[src/rtl/fetch_pkg.sv]
// Shared types and constants for the instruction fetch / prefetch queue slice.
package fetch_pkg;

   localparam int WORD_BYTES = 4;
   localparam int PC_W       = 8;
   localparam int WORD_W     = 8 * WORD_BYTES;

   typedef enum logic [1:0] {
      IDLE,
      ISSUE,
      CAPTURE
   } fetchState_e;

   // One prefetch queue entry: byte address of the first byte plus the assembled word.
   typedef struct packed {
      logic [PC_W-1:0]   wordPc;
      logic [WORD_W-1:0] word;
   } fetchEntry_t;

endpackage

[src/rtl/fetch_word_fifo.sv]
// Show-ahead synchronous FIFO of {wordPc, word} entries; flush dominates push and pop.
module fetch_word_fifo
   import fetch_pkg::*;
#(
   parameter int DEPTH = 4
) (
   input  logic                   clk,
   input  logic                   reset,
   input  logic                   push,
   input  logic                   pop,
   input  logic                   flush,
   input  fetchEntry_t            pushEntry,
   output fetchEntry_t            headEntry,
   output logic                   headValid,
   output logic [$clog2(DEPTH):0] count
);

   localparam int AW = $clog2(DEPTH);
   localparam int CW = AW + 1;

   fetchEntry_t   mem [DEPTH];
   logic [AW-1:0] wrPtr;
   logic [AW-1:0] rdPtr;
   logic          doPush;
   logic          doPop;

   assign doPush = push && !flush;
   assign doPop  = pop && headValid && !flush;

   always_ff @(posedge clk or posedge reset) begin
      if (reset) begin
         wrPtr <= '0;
         rdPtr <= '0;
         count <= '0;
      end else if (flush) begin
         wrPtr <= '0;
         rdPtr <= '0;
         count <= '0;
      end else begin
         if (doPush) wrPtr <= wrPtr + 1'b1;
         if (doPop)  rdPtr <= rdPtr + 1'b1;
         count <= count + CW'(doPush) - CW'(doPop);
      end
   end

   // NOTE: storage is deliberately not reset; the head is gated by headValid, so stale entries never escape.
   always_ff @(posedge clk) begin
      if (doPush) mem[wrPtr] <= pushEntry;
   end

   assign headValid = (count != '0);
   assign headEntry = headValid ? mem[rdPtr] : '0;

endmodule

[src/rtl/fetch_prefetch_queue.sv]
// Byte-serial instruction fetch from an 8-bit RAM port into a word prefetch queue.
// Optional FETCH_STALL_COUNT_EN adds a saturating count of busy cycles spent in ISSUE.
module fetch_prefetch_queue
   import fetch_pkg::*;
#(
   parameter int              DEPTH    = 4,
   parameter logic [PC_W-1:0] RESET_PC = 8'h00
) (
   input  logic              clk,
   input  logic              reset,
   output logic [PC_W-1:0]   ramAddr,
   input  logic [7:0]        ramData,
   input  logic              ramBusy,
   output logic [WORD_W-1:0] instr,
   output logic [PC_W-1:0]   instrPc,
   output logic              instrValid,
   input  logic              instrReady,
   input  logic              redirect,
   input  logic [PC_W-1:0]   redirectPc
`ifdef FETCH_STALL_COUNT_EN
   ,
   output logic [15:0]       stallCount
`endif
);

   localparam int            CW   = $clog2(DEPTH) + 1;
   localparam logic [CW-1:0] FULL = CW'(DEPTH);

   fetchState_e   state;
   fetchState_e   stateNext;
   logic [PC_W-1:0] pc;
   logic [1:0]    idx;
   logic [7:0]    lane0;
   logic [7:0]    lane1;
   logic [7:0]    lane2;
   logic [CW-1:0] count;
   logic [CW-1:0] countAfter;
   logic          push;
   logic          pop;
   fetchEntry_t   pushEntry;
   fetchEntry_t   headEntry;

   assign pop        = instrValid && instrReady;
   assign push       = (state == CAPTURE) && (idx == 2'd3) && !redirect;
   assign countAfter = count + CW'(push) - CW'(pop);

   // The last byte goes straight from the RAM into the pushed word.
   assign pushEntry.word   = {ramData, lane2, lane1, lane0};
   assign pushEntry.wordPc = pc - PC_W'(WORD_BYTES - 1);

   fetch_word_fifo #(
      .DEPTH(DEPTH)
   ) wordFifo (
      .clk       (clk),
      .reset     (reset),
      .push      (push),
      .pop       (pop),
      .flush     (redirect),
      .pushEntry (pushEntry),
      .headEntry (headEntry),
      .headValid (instrValid),
      .count     (count)
   );

   assign instr   = headEntry.word;
   assign instrPc = headEntry.wordPc;
   assign ramAddr = pc;

   // NOTE: stateNext gets its default before the case so no path leaves it unassigned (no latch).
   always_comb begin
      stateNext = state;
      unique case (state)
         IDLE:    if (count < FULL) stateNext = ISSUE;
         ISSUE:   if (!ramBusy) stateNext = CAPTURE;
         CAPTURE: stateNext = (countAfter < FULL) ? ISSUE : IDLE;
         default: stateNext = ISSUE;
      endcase
      if (redirect) stateNext = ISSUE;
   end

   always_ff @(posedge clk or posedge reset) begin
      if (reset) begin
         state <= ISSUE;
         pc    <= RESET_PC;
         idx   <= '0;
         lane0 <= '0;
         lane1 <= '0;
         lane2 <= '0;
      end else begin
         state <= stateNext;
         if (redirect) begin
            pc  <= redirectPc & 8'hFC;
            idx <= '0;
         end else if (state == CAPTURE) begin
            pc  <= pc + 1'b1;
            idx <= idx + 1'b1;
            case (idx)
               2'd0:    lane0 <= ramData;
               2'd1:    lane1 <= ramData;
               2'd2:    lane2 <= ramData;
               default: ;
            endcase
         end
      end
   end

`ifdef FETCH_STALL_COUNT_EN
   always_ff @(posedge clk or posedge reset) begin
      if (reset) begin
         stallCount <= '0;
      end else if (state == ISSUE && ramBusy && stallCount != 16'hFFFF) begin
         stallCount <= stallCount + 1'b1;
      end
   end
`endif

endmodule

[config.mk]
export PLATFORM = sky130hd
export DESIGN_NAME = fetch_prefetch_queue
export DESIGN_NICKNAME = d
export VERILOG_FILES = /design/src/rtl/fetch_pkg.sv /design/src/rtl/fetch_word_fifo.sv /design/src/rtl/fetch_prefetch_queue.sv
export SDC_FILE = /design/constraint.sdc
export NUM_CORES = 1
export LEC_CHECK = 0
export ABC_AREA = 1
export CORE_AREA = 5 5 174 176
export DETAILED_ROUTE_END_ITERATION = 10
export DIE_AREA = 0 0 179 181
export GPL_ROUTABILITY_DRIVEN = 0
export GPL_TIMING_DRIVEN = 1
export HOLD_SLACK_MARGIN = 0.06
export PLACE_DENSITY_LB_ADDON = 0.2
export SLEW_MARGIN = 20
export SYNTH_ARGS = -nofsm -noshare
export SYNTH_HDL_FRONTEND = slang
export SYNTH_SLANG_ARGS = --single-unit
[constraint.sdc]
create_clock -name clk -period 2.7 [get_ports clk]
set_input_delay 0.27 -clock clk [delete_from_list [all_inputs] [get_ports clk]]
set_output_delay 0.27 -clock clk [all_outputs]
set_load 0.1 [all_outputs]
==> flow_metrics.py <==
metrics = {
    "worst_hold_path": {
        "hp-class": "input port to async pin",
    },
    "routing": {
        "wl_per_cell_um": 16.3,
        "drt_iter0_drc": 358,
        "vias_per_cell": 4.41,
        "drc_errors": 0,
        "drtPass1Iterations": 4,
        "ant_nets": 0,
        "wirelength_um": 19600,
        "vias": 5304,
    },
    "floorplanning": {
        "ios": 70,
        "core_mm2": 0.0285,
        "die_area_mm2": 0.0324,
        "rows": 62,
        "fp.dieW_um": 179,
        "initial_core_util_pct": 29.5,
        "die_y_um": 181,
    },
    "clock_tree": {
        "cts_resized": 0,
        "post_cts_buffers": 0,
        "cts_tree": "yes",
        "cts_hold_buf": 0,
        "worstSkewPairLatency_ns": 0.52,
        "clk_pin_slew_ns": 0.06,
        "root_buffer": "clkbuf_16",
        "h-tree-depth": 1,
        "clockBufferDepth": 3,
        "numCtsBuffers": 23,
        "numClockSinks": 203,
    },
    "power_and_ir_drop": {
        "leakagePower_nw": 4.09,
        "ir_drop_v": 0.00119,
        "p_per_area_mw_per_mm2": 1100,
    },
    "worst_setup_path": {
        "required_ns": 2.43,
        "crit_fanout": 25,
        "end_kind": "output port",
        "cp.arrival_ns": 2.25,
        "critical_path_class": "flop to output port",
        "ff2ff_setup_slack_ns": 0.55,
        "start_kind": "flop",
    },
    "synth": {
        "syn-num-nets": 762,
        "syn_area_per_cell_um2": 11.5,
        "ys_ff_latch": 203,
        "synth_cell_types": 29,
        "synth_cells": 727,
        "yosysSeqAreaShare_pct": 70.1,
        "syn_area_mm2": 0.00839,
        "ys_warn_count": 0,
    },
    "global_routing": {
        "grt_pass1_vias": 5399,
        "gr-total-overflow": 0,
        "grt_antenna_before_repair": 1,
        "grt_pass1_wl_um": 31200,
        "use_met1_pct": 17.3,
        "grtUsageMet3_pct": 2.13,
        "grt_max_degree": 82,
        "met2_usage_pct": 20.0,
        "grt_util_all_layers_pct": 12.3,
        "grt_busiest_layer": "met2",
    },
    "run": {
        "maxCapViolCount": 0,
    },
    "timing": {
        "fin_crit_sh_pct": 93.2,
        "timing.final.ws_setup_ns": 0.184,
        "max_freq_ghz": 0.398,
        "fin_worst_skew_ns": 0.0163,
        "setup_viol": 0,
        "slew_headroom_pct": 59.6,
        "rsz0062_at_grt": "false",
        "maxSlewViolCount": 0,
        "worst_pin_slew_ns": 0.606,
        "fin_crit_ns": 2.52,
        "hold_viol": 0,
    },
    "cells_and_area": {
        "design_area_mm2": 0.0108,
        "drive_above_1_share_pct": 15.7,
        "nNetsFinal": 838,
        "antenna_cells": 0,
        "nFillCells": 2732,
        "area_delta_synth_final_pct": 29.1,
    },
    "placement": {
        "port_buffers": 67,
        "dp_hpwl_um": 11700,
        "place_ws_ns": 0.313,
        "placed_cell_area_mm2": 0.0100,
    },
    "run_status": {
        "status": "finished clean",
    },
}
-- through the flow --
stage	utilization, %	hold slack, ns	cells	total power, mW	setup TNS [ns]
after floorplan	-	0.369	727	6.85	-44.90
after global placement	35.2	0.504	1162	8.72	0
after detailed placement	35.2	0.501	1162	8.71	0
after CTS	38.0	0.135	1204	12.1	0
after global routing	38.0	0.161	1204	12.4	0
final	38.0	0.129	1204	11.9	0
-- registers in the layout, summed over array words and instances, names as in the netlist --
register,count
idx,2
lane1,8
lane2,8
wordFifo.wrPtr,2
wordFifo.mem,160
state,2
ramAddr,8
lane0,8
wordFifo.rdPtr,2
wordFifo.count,3
-- report_power, final --
group	switching (mW)	total, mW	internal (mW)
Sequential	0.128	3.66	3.53
Combinational	3.47	4.92	1.45
Clock	1.23	3.32	2.08
-- cell type report --
type	instances	area, um^2	area share, %
Tap cell	384	480	4.44
Sequential cell	203	5880	54.3
Inverter	47	176	1.63
Clock buffer	28	604	5.58
Timing Repair Buffer	86	1300	12.0
Clock inverter	14	209	1.93
Multi-Input combinational cell	442	2170	20.0
-- cell families after synthesis --
kind of cell | count (synthesis) | share of synthesized area [%]
AO/OA/AOI/OAI | 162 | 9.89
buffers and inverters | 82 | 4.34
AND/OR/NAND/NOR | 257 | 12.5
flip-flops | 203 | 70.1
adder cells (fa/ha/maj) | 14 | 2.18
XOR/XNOR | 9 | 0.940
-- path summary, 6_finish.rpt --
path | start | to | depth (start not counted)
worst max-delay path | wordFifo.rdPtr[0] | instrPc[0] | 5
worst min-delay path | reset | wordFifo.count[0] | 2
worst max register to register | wordFifo.count[1] | wordFifo.count[2] | 11
worst min register to register | lane2[6] | wordFifo.mem[0][22] | 0
max in group asynchronous | reset | lane0[4] | 3
min in group clk | redirectPc[6] | ramAddr[6] | 3
-- metal layers --
| metal | up-vias | wire length (um) |
|---|---|---|
| li1 | 2639 | - |
| met1 | 2519 | 8790 |
| met2 | 115 | 9380 |
| met3 | 29 | 1030 |
| met4 | 2 | 396 |
| met5 | - | 14 |
-- worst max-delay path: stages (launching register included) --
cell and delay [ns]:
dfrtp_2 0.42, inv_2 0.33, buf_12 0.22, o21ai_0 0.12, a21oi_1 0.40, buf_12 0.23
-- Yosys cell counts (all sizes together) --
master	n	area (um^2)
dfrtp	42	1050
o21ai	111	556
fa	1	20.0
nand3	9	45.0
ha	13	163
o221ai	1	8.76
a22o	1	8.76
nor2	183	711
a21oi	46	234
nand2	61	261
clkbuf	19	76.3
buf	16	111
inv	47	176
edfxtp	160	4800
nor3	4	31.3
xor2	9	78.8
o211ai	2	15.0
o21bai	1	7.51
dfstp	1	26.3
-- layout by cell type, fill, tap and decap left out --
master             n
bufinv_16          5
a21oi_1           45
a22o_1             1
dfstp_2            1
o21ai_1           31
dfrtp_1           41
ha_1              13
dfrtp_2            1
o221ai_1           1
inv_2              7
o211ai_1           2
xor2_1             9
o21ai_0           80
clkbuf_1           4
nand2_4            3
buf_12            49
nand2_1           54
buf_4             19
inv_1             40
nor3_1             3
inv_16             1
fa_1               1
clkinv_2           7
nor2_4             5
edfxtp_1         160
nor2_1           177
clkbuf_16         23
clkbuf_8           1
nor3_4             1
o21bai_1           1
a21oi_2            1
clkdlybuf4s50_1   18
clkinv_1           1
nor2_8             1
nand3_1            9
nand2_2            4
No activity file was read; power rests on OpenSTA's default activity.
